## src/rtl/lsu_dmem.sv

```systemverilog
// Load/store unit between the core datapath and a synchronous data memory.
// One request per handshake; generates the word address, byte enables and
// lane-replicated write data, waits MEM_LATENCY cycles for load data, and
// returns sign/zero-extended results with a one-cycle response pulse.
//
// state  | meaning
// -------+------------------------------------------------------------
// IDLE   | ready for a request; o_req_ready=1
// ACCESS | memory strobe is on the bus this cycle
// WAIT   | load in flight; latency down-counter running
// RESP   | o_rsp_valid is high this cycle, back to IDLE next
module lsu_dmem #(
    parameter int data_size    = 1024,
    parameter int address_size = 32,
    parameter int MEM_LATENCY  = 1
) (
    input  logic                           i_clk,
    input  logic                           i_reset,
    input  logic                           i_req_valid,
    output logic                           o_req_ready,
    input  logic                           i_req_we,
    input  logic [2:0]                     i_req_funct3,
    input  logic [address_size-1:0]        i_req_addr,
    input  logic [address_size-1:0]        i_req_wdata,
    output logic                           o_rsp_valid,
    output logic [address_size-1:0]        o_rsp_rdata,
    output logic                           o_rsp_err,
    output logic                           o_mem_en,
    output logic                           o_mem_we,
    output logic [$clog2(data_size)-1:0]   o_mem_addr,
    output logic [3:0]                     o_mem_be,
    output logic [31:0]                    o_mem_wdata,
    input  logic [31:0]                    i_mem_rdata
);
    localparam int AW    = $clog2(data_size);
    localparam int CNT_W = (MEM_LATENCY > 1) ? $clog2(MEM_LATENCY) : 1;
    localparam logic [CNT_W-1:0] CNT_LOAD = CNT_W'(MEM_LATENCY - 1);

    typedef enum logic [1:0] {IDLE, ACCESS, WAIT, RESP} state_t;

    state_t                  r_state, w_state_nxt;
    logic [2:0]              r_funct3, w_funct3_nxt;
    logic [1:0]              r_lo, w_lo_nxt;
    logic                    r_we, w_we_nxt;
    logic [CNT_W-1:0]        r_cnt, w_cnt_nxt;
    logic                    r_rsp_valid, w_rsp_valid_nxt;
    logic [address_size-1:0] r_rsp_rdata, w_rsp_rdata_nxt;
    logic                    r_rsp_err, w_rsp_err_nxt;
    logic                    r_mem_en, w_mem_en_nxt;
    logic                    r_mem_we, w_mem_we_nxt;
    logic [AW-1:0]           r_mem_addr, w_mem_addr_nxt;
    logic [3:0]              r_mem_be, w_mem_be_nxt;
    logic [31:0]             r_mem_wdata, w_mem_wdata_nxt;

    logic                    w_misaligned, w_illegal, w_err;
    logic [3:0]              w_be;
    logic [31:0]             w_wdata;
    logic [7:0]              w_byte;
    logic [15:0]             w_half;
    logic [31:0]             w_ext;
    logic                    w_unused_addr;

    // Bits above the DMEM range are dropped so addresses wrap modulo its size.
    assign w_unused_addr = ^i_req_addr[address_size-1:AW+2];

    // Request decode: alignment/legality check plus store lane steering.
    always_comb begin
        w_misaligned = 1'b0;
        case (i_req_funct3[1:0])
            2'b01:   w_misaligned = i_req_addr[0];
            2'b10:   w_misaligned = (i_req_addr[1:0] != 2'b00);
            default: w_misaligned = 1'b0;
        endcase
        if (i_req_we)
            w_illegal = (i_req_funct3 >= 3'b011);
        else
            w_illegal = (i_req_funct3 == 3'b011) || (i_req_funct3[2:1] == 2'b11);
        w_err   = w_misaligned | w_illegal;
        w_be    = 4'b1111;
        w_wdata = i_req_wdata[31:0];
        if (i_req_we) begin
            case (i_req_funct3[1:0])
                2'b00: begin
                    w_be    = 4'b0001 << i_req_addr[1:0];
                    w_wdata = {4{i_req_wdata[7:0]}};
                end
                2'b01: begin
                    w_be    = i_req_addr[1] ? 4'b1100 : 4'b0011;
                    w_wdata = {2{i_req_wdata[15:0]}};
                end
                default: begin
                    w_be    = 4'b1111;
                    w_wdata = i_req_wdata[31:0];
                end
            endcase
        end
    end

    // Load lane select and sign/zero extension of the returned word.
    always_comb begin
        case (r_lo)
            2'd0:    w_byte = i_mem_rdata[7:0];
            2'd1:    w_byte = i_mem_rdata[15:8];
            2'd2:    w_byte = i_mem_rdata[23:16];
            default: w_byte = i_mem_rdata[31:24];
        endcase
        w_half = r_lo[1] ? i_mem_rdata[31:16] : i_mem_rdata[15:0];
        case (r_funct3)
            3'b000:  w_ext = {{24{w_byte[7]}}, w_byte};
            3'b001:  w_ext = {{16{w_half[15]}}, w_half};
            3'b010:  w_ext = i_mem_rdata;
            3'b100:  w_ext = {24'd0, w_byte};
            3'b101:  w_ext = {16'd0, w_half};
            default: w_ext = 32'd0;
        endcase
    end

    // Next-state and registered-output logic; strobes default low every cycle.
    always_comb begin
        w_state_nxt     = r_state;
        w_funct3_nxt    = r_funct3;
        w_lo_nxt        = r_lo;
        w_we_nxt        = r_we;
        w_cnt_nxt       = r_cnt;
        w_rsp_valid_nxt = 1'b0;
        w_rsp_rdata_nxt = '0;
        w_rsp_err_nxt   = 1'b0;
        w_mem_en_nxt    = 1'b0;
        w_mem_we_nxt    = 1'b0;
        w_mem_addr_nxt  = r_mem_addr;
        w_mem_be_nxt    = r_mem_be;
        w_mem_wdata_nxt = r_mem_wdata;
        case (r_state)
            IDLE: begin
                if (i_req_valid) begin
                    w_funct3_nxt = i_req_funct3;
                    w_lo_nxt     = i_req_addr[1:0];
                    w_we_nxt     = i_req_we;
                    if (w_err) begin
                        w_state_nxt     = RESP;
                        w_rsp_valid_nxt = 1'b1;
                        w_rsp_err_nxt   = 1'b1;
                    end else begin
                        w_state_nxt     = ACCESS;
                        w_mem_en_nxt    = 1'b1;
                        w_mem_we_nxt    = i_req_we;
                        w_mem_addr_nxt  = i_req_addr[2 +: AW];
                        w_mem_be_nxt    = w_be;
                        w_mem_wdata_nxt = w_wdata;
                    end
                end
            end
            ACCESS: begin
                if (r_we) begin
                    w_state_nxt     = RESP;
                    w_rsp_valid_nxt = 1'b1;
                end else begin
                    w_state_nxt = WAIT;
                    w_cnt_nxt   = CNT_LOAD;
                end
            end
            WAIT: begin
                if (r_cnt == '0) begin
                    w_state_nxt     = RESP;
                    w_rsp_valid_nxt = 1'b1;
                    w_rsp_rdata_nxt = address_size'(w_ext);
                end else begin
                    w_cnt_nxt = r_cnt - 1'b1;
                end
            end
            default: w_state_nxt = IDLE;
        endcase
    end

    // State and output registers with synchronous reset.
    always_ff @(posedge i_clk) begin
        if (i_reset) begin
            r_state     <= IDLE;
            r_funct3    <= '0;
            r_lo        <= '0;
            r_we        <= 1'b0;
            r_cnt       <= '0;
            r_rsp_valid <= 1'b0;
            r_rsp_rdata <= '0;
            r_rsp_err   <= 1'b0;
            r_mem_en    <= 1'b0;
            r_mem_we    <= 1'b0;
            r_mem_addr  <= '0;
            r_mem_be    <= '0;
            r_mem_wdata <= '0;
        end else begin
            r_state     <= w_state_nxt;
            r_funct3    <= w_funct3_nxt;
            r_lo        <= w_lo_nxt;
            r_we        <= w_we_nxt;
            r_cnt       <= w_cnt_nxt;
            r_rsp_valid <= w_rsp_valid_nxt;
            r_rsp_rdata <= w_rsp_rdata_nxt;
            r_rsp_err   <= w_rsp_err_nxt;
            r_mem_en    <= w_mem_en_nxt;
            r_mem_we    <= w_mem_we_nxt;
            r_mem_addr  <= w_mem_addr_nxt;
            r_mem_be    <= w_mem_be_nxt;
            r_mem_wdata <= w_mem_wdata_nxt;
        end
    end

    assign o_req_ready = (r_state == IDLE);
    assign o_rsp_valid = r_rsp_valid;
    assign o_rsp_rdata = r_rsp_rdata;
    assign o_rsp_err   = r_rsp_err;
    assign o_mem_en    = r_mem_en;
    assign o_mem_we    = r_mem_we;
    assign o_mem_addr  = r_mem_addr;
    assign o_mem_be    = r_mem_be;
    assign o_mem_wdata = r_mem_wdata;
endmodule

```

## config.mk

```make
export PLATFORM = sky130hd
export DESIGN_NAME = lsu_dmem
export DESIGN_NICKNAME = d
export VERILOG_FILES = /design/src/rtl/lsu_dmem.sv
export SDC_FILE = /design/constraint.sdc
export NUM_CORES = 1
export LEC_CHECK = 0
export BUFFER_PORTS_ARGS = -buffer_cell sky130_fd_sc_hd__buf_4
export CORE_MARGIN = 4
export CORE_UTILIZATION = 39
export DETAILED_ROUTE_END_ITERATION = 12
export PLACE_DENSITY = 0.8
export SLEW_MARGIN = 40
export SYNTH_ARGS = -nofsm -noshare
export SYNTH_HDL_FRONTEND = slang
export SYNTH_SLANG_ARGS = --single-unit
export TNS_END_PERCENT = 30
```

## constraint.sdc

```tcl
create_clock -name i_clk -period 2.5 [get_ports i_clk]
set_clock_uncertainty 0.15 [all_clocks]
set_input_delay 0.5 -clock i_clk [delete_from_list [all_inputs] [get_ports i_clk]]
set_output_delay 0.5 -clock i_clk [all_outputs]
set_load 0.005 [all_outputs]
```

==> reports/qor.csv, run 1 <==
stage;metric;value;unit
synth;dominant cell type by area after synthesis;dfxtp_1;
clock_network;cts hold-fix bufs;0;
sta;RSZ-0062 raised after global routing;no;
finish;Area growth syn-to-layout;37.6;%
run_status;status;completed;
critical_path;critical setup path kind;register to register;
drt;first-iteration detailed-routing DRC count;194;
floorplan;Initial Utilization;40.3;%
synth;Netlist Area Pre-Place;4180;um2
sta;period utilization;85.2;%
synth;Seq cells post-synth;90;
critical_path;crit path launch type;register;
drt;Via-to-Cell Ratio;5.54;
clock_network;TritonCTS clock tree;done;
critical_path;r2r setup slk;0.37;ns
finish;Filler Cells Inserted;917;
synth;synth top area cells;dfxtp_1, a21oi_1, a211oi_2;
drt;Total Wirelength;12900;um
drt;Antenna Nets Post-Route;0;
finish;Finished Layout Cells;753;
floorplan;IO Count;186;
pwr;total design power;4.33;mW
pwr;Comb pwr share;33.9;%
finish;Util after Layout;55.5;%
run;max_cap viols;0;
grt;global-route wire length before repair;20700;um
sta;Setup TNS;0;ns
grt;largest net degree at the start of global routing;48;
critical_path;CP bufs+invs;2;
finish;area of the multi-input gates;2140;um2
sta;Worst-Margin Slew;0.629;ns
sta;FMAX;469;MHz
floorplan;die width;112;um
place;IO Port Bufs;165;
clock_network;cts repair resizes;0;
clock_network;clk buf depth;2;
pwr;Clk pwr share;25.4;%
critical_path;Setup crit start;r_state[0];
finish;Seq. cell area;1800;um2
critical_path;Worst Setup End Kind;register;
synth;top_reg_cell synth;dfxtp_1;
critical_path;CP Cell Sequence;inv_1 -> ha_1 -> nand2_2 -> a211o_1 -> nor2_8 -> buf_12 -> a211oi_1;
drt;DR vias;4168;
critical_path;WP data arrival;2.21;ns
clock_network;CTS buffer count;9;
drt;Pre-Repair DR Iteration Count;5;
sta;Fin. Hold Viols;0;
critical_path;Worst path top cell family by delay;compound AO/OA/AOI/OAI gates;
critical_path;Critical-path top delay cell;a211o_1;
synth;post-synth cell types;43;
sta;Max Slew Vio Count;0;
critical_path;CP max stage delay;0.39;ns
pwr;Leakage;2.43;nW
floorplan;# rows;37;
pwr;Switching Share;32.3;%
synth;Post-synth EDFFs;0;
pwr;internal power;2.93;mW
clock_network;CTS root buf;clkbuf_8;
synth;Synth top area share;43.1;%
synth;syn nets;574;
clock_network;H-Tree Depth;3;
pwr;sequential power share;40.7;%
grt;total congestion overflow;0;
place;Placed Instances;738;
floorplan;die area;12400;um2
sta;Slew HR;58.1;%
drt;drt drc;0;
grt;vias in the first global route;4229;
pwr;PwrDens;753;nW/um2
synth;sequential element share of the synthesized area;43.1;%
clock_network;clk_lat worst skew;0.36;ns
floorplan;Die Span Y;112;um
worst_hold_path;Hold Path Class;primary input to register;
synth;synth warn;0;
sta;minimum clock period;2.13;ns
pwr;Psw;1.40;mW
grt;number of antenna violations at the first check in global routing;0;
sta;Hold WS;0.247;ns
clock_network;number of post-CTS setup repair buffers;0;
finish;fraction of layout cells with a size suffix above 1;37.4;%
pwr;VDD IR max;386;uV
synth;fraction of registers with async set/reset;0;%
finish;post-layout net count;724;
place;Detailed Place HPWL;9640;um
finish;Antenna diodes;0;
sta;setup violators final;0;
place;RePlAce Congestion;0.880;
critical_path;Worst Path Max Fanout;20;
floorplan;core area;10400;um2
clock_network;# clock sinks;90;
critical_path;worst path required time;2.58;ns
worst_hold_path;Hold Path Origin;i_req_addr[2];
drt;routed wire length per instance;17.2;um
synth;Avg Inst Size Synth;9.02;um2
grt;GRT Total Usage;20.2;%
clock_network;Reg clk slew, reported paths;0.09;ns
critical_path;Worst R2R Start;r_state[0];
synth;synthesized netlist cell count;463;
-- kinds of logic after synthesis --
family	Yosys count	share of synthesized area, %
flip-flops	90	43.1
adder cells (fa/ha/maj)	8	2.40
AO/OA/AOI/OAI	205	33.1
buffers and inverters	50	6.26
multiplexers	17	4.52
AND/OR/NAND/NOR	93	10.6
-- stage by stage --
step,area [um2],setup WS [ns]
2_1_floorplan,4180,0.435
3_3_place_gp,5530,0.281
3_5_place_dp,5530,0.222
4_1_cts,5750,0.360
5_1_grt,5750,0.203
6_report,5750,0.369
-- final timing paths --
path / cells past startpoint / endpoint
setup / recovery: 7 / o_mem_wdata[11]
hold / removal: 3 / o_mem_addr[0]
setup reg to reg: 7 / o_mem_wdata[11]
hold reg to reg: 2 / r_we
-- synthesized netlist by cell type, types with 2 or more instances --
library cell and n:
mux2_4 2, a22oi_1 24, a22o_1 8, a211o_1 9, buf_4 4, inv_1 9, nand2b_1 3, nand2_1 40
and2_1 2, nand3_1 18, nor3_1 2, a211oi_2 21, mux2_2 7, a211oi_1 8, nor3b_1 2, and3_1 8
ha_1 8, nor2_1 12, o21a_1 3, buf_1 2, o21ai_0 22, mux2i_1 8, buf_6 6, buf_2 10
a311oi_1 2, dfxtp_1 90, a21oi_1 100, clkbuf_1 18
-- area by class of cell --
type,count,share of cell area [%]
repair buffers,180,24.2
clock buffers,11,2.46
multi-input cells,323,37.2
inverters,9,0.587
clock inverters,4,1.33
well taps,136,2.96
flip-flops and latches,90,31.3
-- registers in the layout, summed over array words and instances (netlist names) --
name	cells
o_mem_addr	10
o_rsp_valid	1
r_we	1
r_state	2
o_rsp_rdata	32
r_funct3	3
o_mem_en	1
r_lo	2
o_rsp_err	1
o_mem_be	4
o_mem_we	1
o_mem_wdata	32
-- worst min-delay path: cells and delay by family --
| family | cells | cell delay (ns) |
|---|---|---|
| AND/OR/NAND/NOR | 1 | 0.05 |
| buffers and inverters | 1 | 0.11 |
| AO/OA/AOI/OAI | 1 | 0.05 |
-- cell usage in the layout, fill, tap and decap left out, drive strengths merged, types with 11 or more instances in the layout --
cell,synthesis,final
dfxtp,90,90
buf,22,180
clkbuf,19,11
a21oi,101,101
o21ai,24,24
a211oi,29,29
nor2,13,13
a22oi,24,24
nand3,18,18
nand2,41,41
-- layer usage --
layer	vias to the layer above	part of all wire (%)	track usage [%]
met5	-	0	0
met4	0	2.7	7.14
met2	184	49	35.7
met1	1959	38	22.3
met3	35	9.7	7.45
li1	1990	-	-
-- power groups by stage --
| stage | Clock, mW | Combinational (mW) | Sequential [mW] |
|---|---|---|---|
| global route | 1.18 | 1.62 | 1.79 |
| global placement | 0 | 1.43 | 1.78 |
| CTS | 1.12 | 1.48 | 1.76 |
| detailed placement | 0 | 1.47 | 1.79 |
| floorplan | 0 | 0.877 | 1.78 |
| finish | 1.10 | 1.47 | 1.76 |
No activity file was read; power rests on OpenSTA's default activity.
==> run 2: changes to the inputs <==
Clock period 2.5 ns to 2.7 ns, I/O delays scaled along.
==> reports/qor.csv, run 2 (synthesis results as in run 1) <==
stage;metric;value;unit;change
run_status;status;completed;;
pwr;sequential power share;41.8;%;+1.1 points
critical_path;Worst R2R Start;r_lo[1];;
place;RePlAce Congestion;0.856;;-2.7%
pwr;Psw;1.32;mW;-5.5%
critical_path;Worst path top cell family by delay;compound AO/OA/AOI/OAI gates;;
critical_path;crit path launch type;primary input;;
sta;Fin. Hold Viols;0;;unchanged
sta;Hold WS;0.273;ns;+0.0255 ns
drt;first-iteration detailed-routing DRC count;274;;+41%
clock_network;TritonCTS clock tree;done;;
sta;period utilization;83.6;%;
critical_path;critical setup path kind;primary input to register;;
pwr;VDD IR max;336;uV;-13%
pwr;Comb pwr share;34.4;%;+0.5 points
drt;Total Wirelength;12900;um;-0.41%
grt;number of antenna violations at the first check in global routing;0;;unchanged
floorplan;die width;112;um;unchanged
grt;total congestion overflow;0;;unchanged
drt;routed wire length per instance;17.2;um;about the same
drt;drt drc;0;;unchanged
place;Detailed Place HPWL;9560;um;-0.86%
critical_path;CP most frequent cell;buf_4;;
drt;Pre-Repair DR Iteration Count;7;;+2
clock_network;clk buf depth;2;;unchanged
grt;GRT Total Usage;20.3;%;+0.020 points
sta;Slew HR;46.7;%;-11 points
clock_network;CTS buffer count;9;;unchanged
finish;post-layout net count;720;;-0.55%
clock_network;H-Tree Depth;3;;unchanged
worst_hold_path;hold-critical path endpoint;o_mem_addr[0];;
floorplan;Initial Utilization;40.3;%;unchanged
clock_network;number of post-CTS setup repair buffers;0;;unchanged
floorplan;die area;12400;um2;unchanged
grt;largest net degree at the start of global routing;48;;unchanged
critical_path;R2R cell count;5;;-2
finish;Antenna diodes;0;;unchanged
critical_path;Worst Path Max Fanout;18;;-10%
sta;Setup TNS;0;ns;unchanged
critical_path;CP bufs+invs;3;;+1
clock_network;clk_lat worst skew;0.36;ns;about the same
finish;most common cell after layout, fill and taps aside;buf_4;;
drt;Via-to-Cell Ratio;5.50;;-0.56%
pwr;internal power;2.59;mW;-11%
pwr;PwrDens;689;nW/um2;-8.5%
worst_hold_path;Hold Path Class;primary input to register;;
floorplan;IO Count;186;;unchanged
critical_path;Worst Setup End Kind;register;;
pwr;Switching Share;33.7;%;+1.4 points
floorplan;# rows;37;;unchanged
place;Placed Instances;734;;-0.54%
sta;minimum clock period;2.26;ns;
worst_hold_path;Worst Hold Depth;3;;unchanged
critical_path;reg2reg end;o_rsp_rdata[20];;
grt;vias in the first global route;4201;;-0.66%
finish;most frequent cells in the layout;buf_4, a21oi_1, dfxtp_1;;
clock_network;CTS root buf;clkbuf_8;;
clock_network;cts hold-fix bufs;0;;unchanged
pwr;total design power;3.92;mW;-9.5%
drt;DR vias;4128;;-0.96%
sta;Max Slew Vio Count;0;;unchanged
finish;fraction of layout cells with a size suffix above 1;37.3;%;-0.14 points
run;max_cap viols;0;;unchanged
floorplan;Die Span Y;112;um;unchanged
floorplan;core area;10400;um2;unchanged
drt;Antenna Nets Post-Route;0;;unchanged
critical_path;WP data arrival;2.39;ns;+0.18 ns
clock_network;# clock sinks;90;;unchanged
clock_network;cts repair resizes;0;;unchanged
sta;setup violators final;0;;unchanged
critical_path;CP max stage delay;0.65;ns;+0.26 ns
sta;Worst-Margin Slew;0.800;ns;+0.171 ns
worst_hold_path;Hold Path Origin;i_req_addr[2];;
place;IO Port Bufs;165;;unchanged
grt;global-route wire length before repair;20800;um;+0.17%
sta;FMAX;443;MHz;
critical_path;CP Cell Sequence;buf_4 -> inv_1 -> ha_1 -> buf_4 -> o21ai_2 -> a22oi_1 -> a211oi_2;;
finish;Finished Layout Cells;750;;-0.40%
sta;RSZ-0062 raised after global routing;no;;
finish;Area growth syn-to-layout;36.1;%;
clock_network;Reg clk slew, reported paths;0.09;ns;about the same
critical_path;r2r setup slk;0.60;ns;+0.23 ns
critical_path;worst path required time;2.84;ns;+0.26 ns
pwr;Leakage;2.40;nW;-1.2%
pwr;Clk pwr share;23.8;%;-1.6 points
critical_path;Critical-path top delay cell;o21ai_2;;
-- run 2: cell types whose count changed in the layout (fill, tap and decap cells not counted) --
cell,before,now
clkbuf_8,10,9
inv_6,0,3
clkbuf_1,1,0
buf_4,177,174
clkinv_2,0,2
bufinv_16,2,1
buf_12,3,2
clkinv_4,1,0
-- run 2: stage by stage --
stage	utilization, %	area (um2)	setup slack (ns)
2_1_floorplan	-	4180	0.595
3_3_place_gp	52.9	5490	0.178
3_5_place_dp	52.9	5490	0.0936
4_1_cts	54.9	5690	0.474
5_1_grt	54.9	5690	0.296
6_report	54.9	5690	0.442
-- run 2: area by class of cell --
class	count	area [um2]
fillers	931	4680
multi-input cells	323	2140
flip-flops and latches	90	1800
repair buffers	176	1350
well taps	136	170
clock buffers	9	124
clock inverters	7	73.8
inverters	9	33.8
-- run 2: worst register-to-register path, stage by stage (launching register included) --
cell and delay, ns:
dfxtp_1 0.62, buf_4 0.30, mux2i_1 0.19, and2b_1 0.24, a21oi_4 0.34, a21oi_1 0.13
-- run 2: metal layers --
layer / GRT usage (%) / wire, um / up-vias
met2: 35.0 / 6320 / 194
met5: 0 / 0 / -
li1: - / - / 1977
met1: 23.0 / 4990 / 1928
met3: 7.88 / 1290 / 29
met4: 6.57 / 291 / 0
-- run 2: worst max-delay path by stage --
stage	start	endpoint	slack, ns	depth (start not counted)
3_3_place_gp	i_req_funct3[1]	o_mem_wdata[31]	0.18	7
4_1_cts	i_req_funct3[1]	o_mem_wdata[29]	0.47	7
3_5_place_dp	i_req_funct3[1]	o_mem_wdata[23]	0.09	7
6_report	i_req_funct3[1]	o_mem_wdata[29]	0.44	7
2_1_floorplan	i_req_funct3[1]	o_mem_wdata[20]	0.60	8
5_1_grt	i_req_funct3[1]	o_mem_wdata[28]	0.30	7
-- run 2: power by group through the flow --
stage / clock, mW / combinational, mW / sequential, mW
after floorplan: 0 / 0.812 / 1.65
after global placement: 0 / 1.30 / 1.66
after detailed placement: 0 / 1.35 / 1.67
after CTS: 0.954 / 1.35 / 1.64
after global routing: 1.02 / 1.48 / 1.66
final: 0.933 / 1.35 / 1.64
==> run 3: changes to the inputs <==
Clock period 2.7 ns to 2.1 ns, I/O delays scaled along.
==> reports/qor.csv, run 3 (synthesis results as in run 1) <==
stage;metric;value;unit;change
pwr;total design power;5.09;mW;+30%
finish;fraction of layout cells with a size suffix above 1;39.4;%;+2.1 points
clock_network;H-Tree Depth;3;;unchanged
floorplan;IO Count;186;;unchanged
finish;most frequent cells in the layout;buf_4, a21oi_1, dfxtp_1;;
grt;largest net degree at the start of global routing;35;;-27%
critical_path;worst path required time;1.53;ns;-1.31 ns
drt;Via-to-Cell Ratio;5.48;;-0.41%
grt;number of antenna violations at the first check in global routing;0;;unchanged
drt;Pre-Repair DR Iteration Count;5;;-2
floorplan;Die Span Y;112;um;unchanged
clock_network;CTS buffer count;9;;unchanged
clock_network;number of post-CTS setup repair buffers;0;;unchanged
clock_network;clk_lat worst skew;0.35;ns;about the same
sta;Max Slew Vio Count;0;;unchanged
clock_network;CTS root buf;clkbuf_8;;
drt;Antenna Nets Post-Route;0;;unchanged
clock_network;# clock sinks;90;;unchanged
sta;period utilization;90.2;%;
floorplan;core area;10400;um2;unchanged
drt;drt drc;0;;unchanged
sta;setup violators final;0;;unchanged
run_status;status;completed;;
place;IO Port Bufs;165;;unchanged
finish;most common cell after layout, fill and taps aside;buf_4;;
floorplan;die width;112;um;unchanged
place;RePlAce Congestion;0.891;;+4.1%
critical_path;r2r setup slk;0.26;ns;-0.34 ns
sta;minimum clock period;1.90;ns;
finish;post-layout net count;744;;+3.3%
pwr;VDD IR max;431;uV;+28%
drt;Total Wirelength;12900;um;+0.19%
clock_network;cts repair resizes;0;;unchanged
clock_network;Reg clk slew, reported paths;0.09;ns;about the same
grt;GRT Total Usage;20.1;%;-0.11 points
critical_path;Worst Path Max Fanout;6;;-12
pwr;PwrDens;863;nW/um2;+25%
finish;Design Area, Final;5900;um2;+3.8%
finish;Area growth syn-to-layout;41.3;%;
drt;DR vias;4237;;+2.6%
clock_network;TritonCTS clock tree;done;;
sta;Fin. Hold Viols;0;;unchanged
floorplan;Initial Utilization;40.3;%;unchanged
clock_network;cts hold-fix bufs;0;;unchanged
grt;total congestion overflow;0;;unchanged
sta;FMAX;528;MHz;
worst_hold_path;Hold Path Class;primary input to register;;
sta;RSZ-0062 raised after global routing;no;;
critical_path;crit path launch type;register;;
place;Placed Area;5720;um2;+4.2%
sta;Setup TNS;0;ns;unchanged
clock_network;clk buf depth;2;;unchanged
floorplan;# rows;37;;unchanged
drt;first-iteration detailed-routing DRC count;256;;-6.6%
grt;vias in the first global route;4238;;+0.88%
drt;routed wire length per instance;16.7;um;-2.8%
place;Post-Place Setup Slack;-0.0298;ns;-0.123 ns
critical_path;critical setup path kind;register to output pin;;
critical_path;Worst Setup End Kind;output pin;;
place;Detailed Place HPWL;10000;um;+4.7%
sta;Slew HR;60.7;%;+14 points
sta;PnR worst setup slack;0.205;ns;-0.237 ns
pwr;Leakage;2.53;nW;+5.4%
finish;Util after Layout;56.9;%;+2.1 points
sta;Worst-Margin Slew;0.589;ns;-0.211 ns
finish;Antenna diodes;0;;unchanged
floorplan;die area;12400;um2;unchanged
run;max_cap viols;0;;unchanged
critical_path;WP data arrival;1.33;ns;-1.06 ns
grt;global-route wire length before repair;20600;um;-0.70%
## run 3: cell types whose count changed in the layout (fill, tap and decap cells not counted), sizes merged
cell	delta
buf	+24
inv	-3
clkbuf	+1
clkinv	+1
## run 3: worst max-delay path: stages, from the launching register on
cell and delay, ns:
dfxtp_1 0.38, inv_1 0.08, ha_1 0.23, buf_4 0.16
buf_4 0.13
## run 3: layout make-up
class | count | area [um2]
repair buffers | 200 | 1580
clock buffers | 10 | 128
multi-input cells | 323 | 2140
well taps | 136 | 170
clock inverters | 5 | 56.3
inverters | 9 | 33.8
flip-flops and latches | 90 | 1800
fillers | 908 | 4470
## run 3: final timing paths
| kind | from | endpoint | depth (start not counted) |
|---|---|---|---|
| hold / removal | i_mem_rdata[0] | o_rsp_rdata[0] | 3 |
| hold reg to reg | r_we | r_we | 2 |
| setup / recovery | r_state[0] | o_req_ready | 4 |
| setup reg to reg | r_state[0] | o_mem_we | 7 |
## run 3: routing by layer
layer	GRT usage (%)	wire (um)
met5	0	0
met4	7.30	300
met3	8.10	1210
met2	36.2	6540
met1	21.2	4870
## run 3: metrics by stage
stage | hold WS (ns) | std cells
CTS | 0.157 | 773
detailed placement | 0.316 | 758
global route | 0.159 | 773
floorplan | 0.287 | 463
finish | 0.175 | 773
global placement | 0.297 | 758
## run 3: power by group
group / switching [mW] / internal [mW] / total, mW
Clock: 0.588 / 0.542 / 1.13
Combinational: 0.942 / 0.932 / 1.87
Sequential: 0.135 / 1.95 / 2.09
Total: 1.66 / 3.43 / 5.09
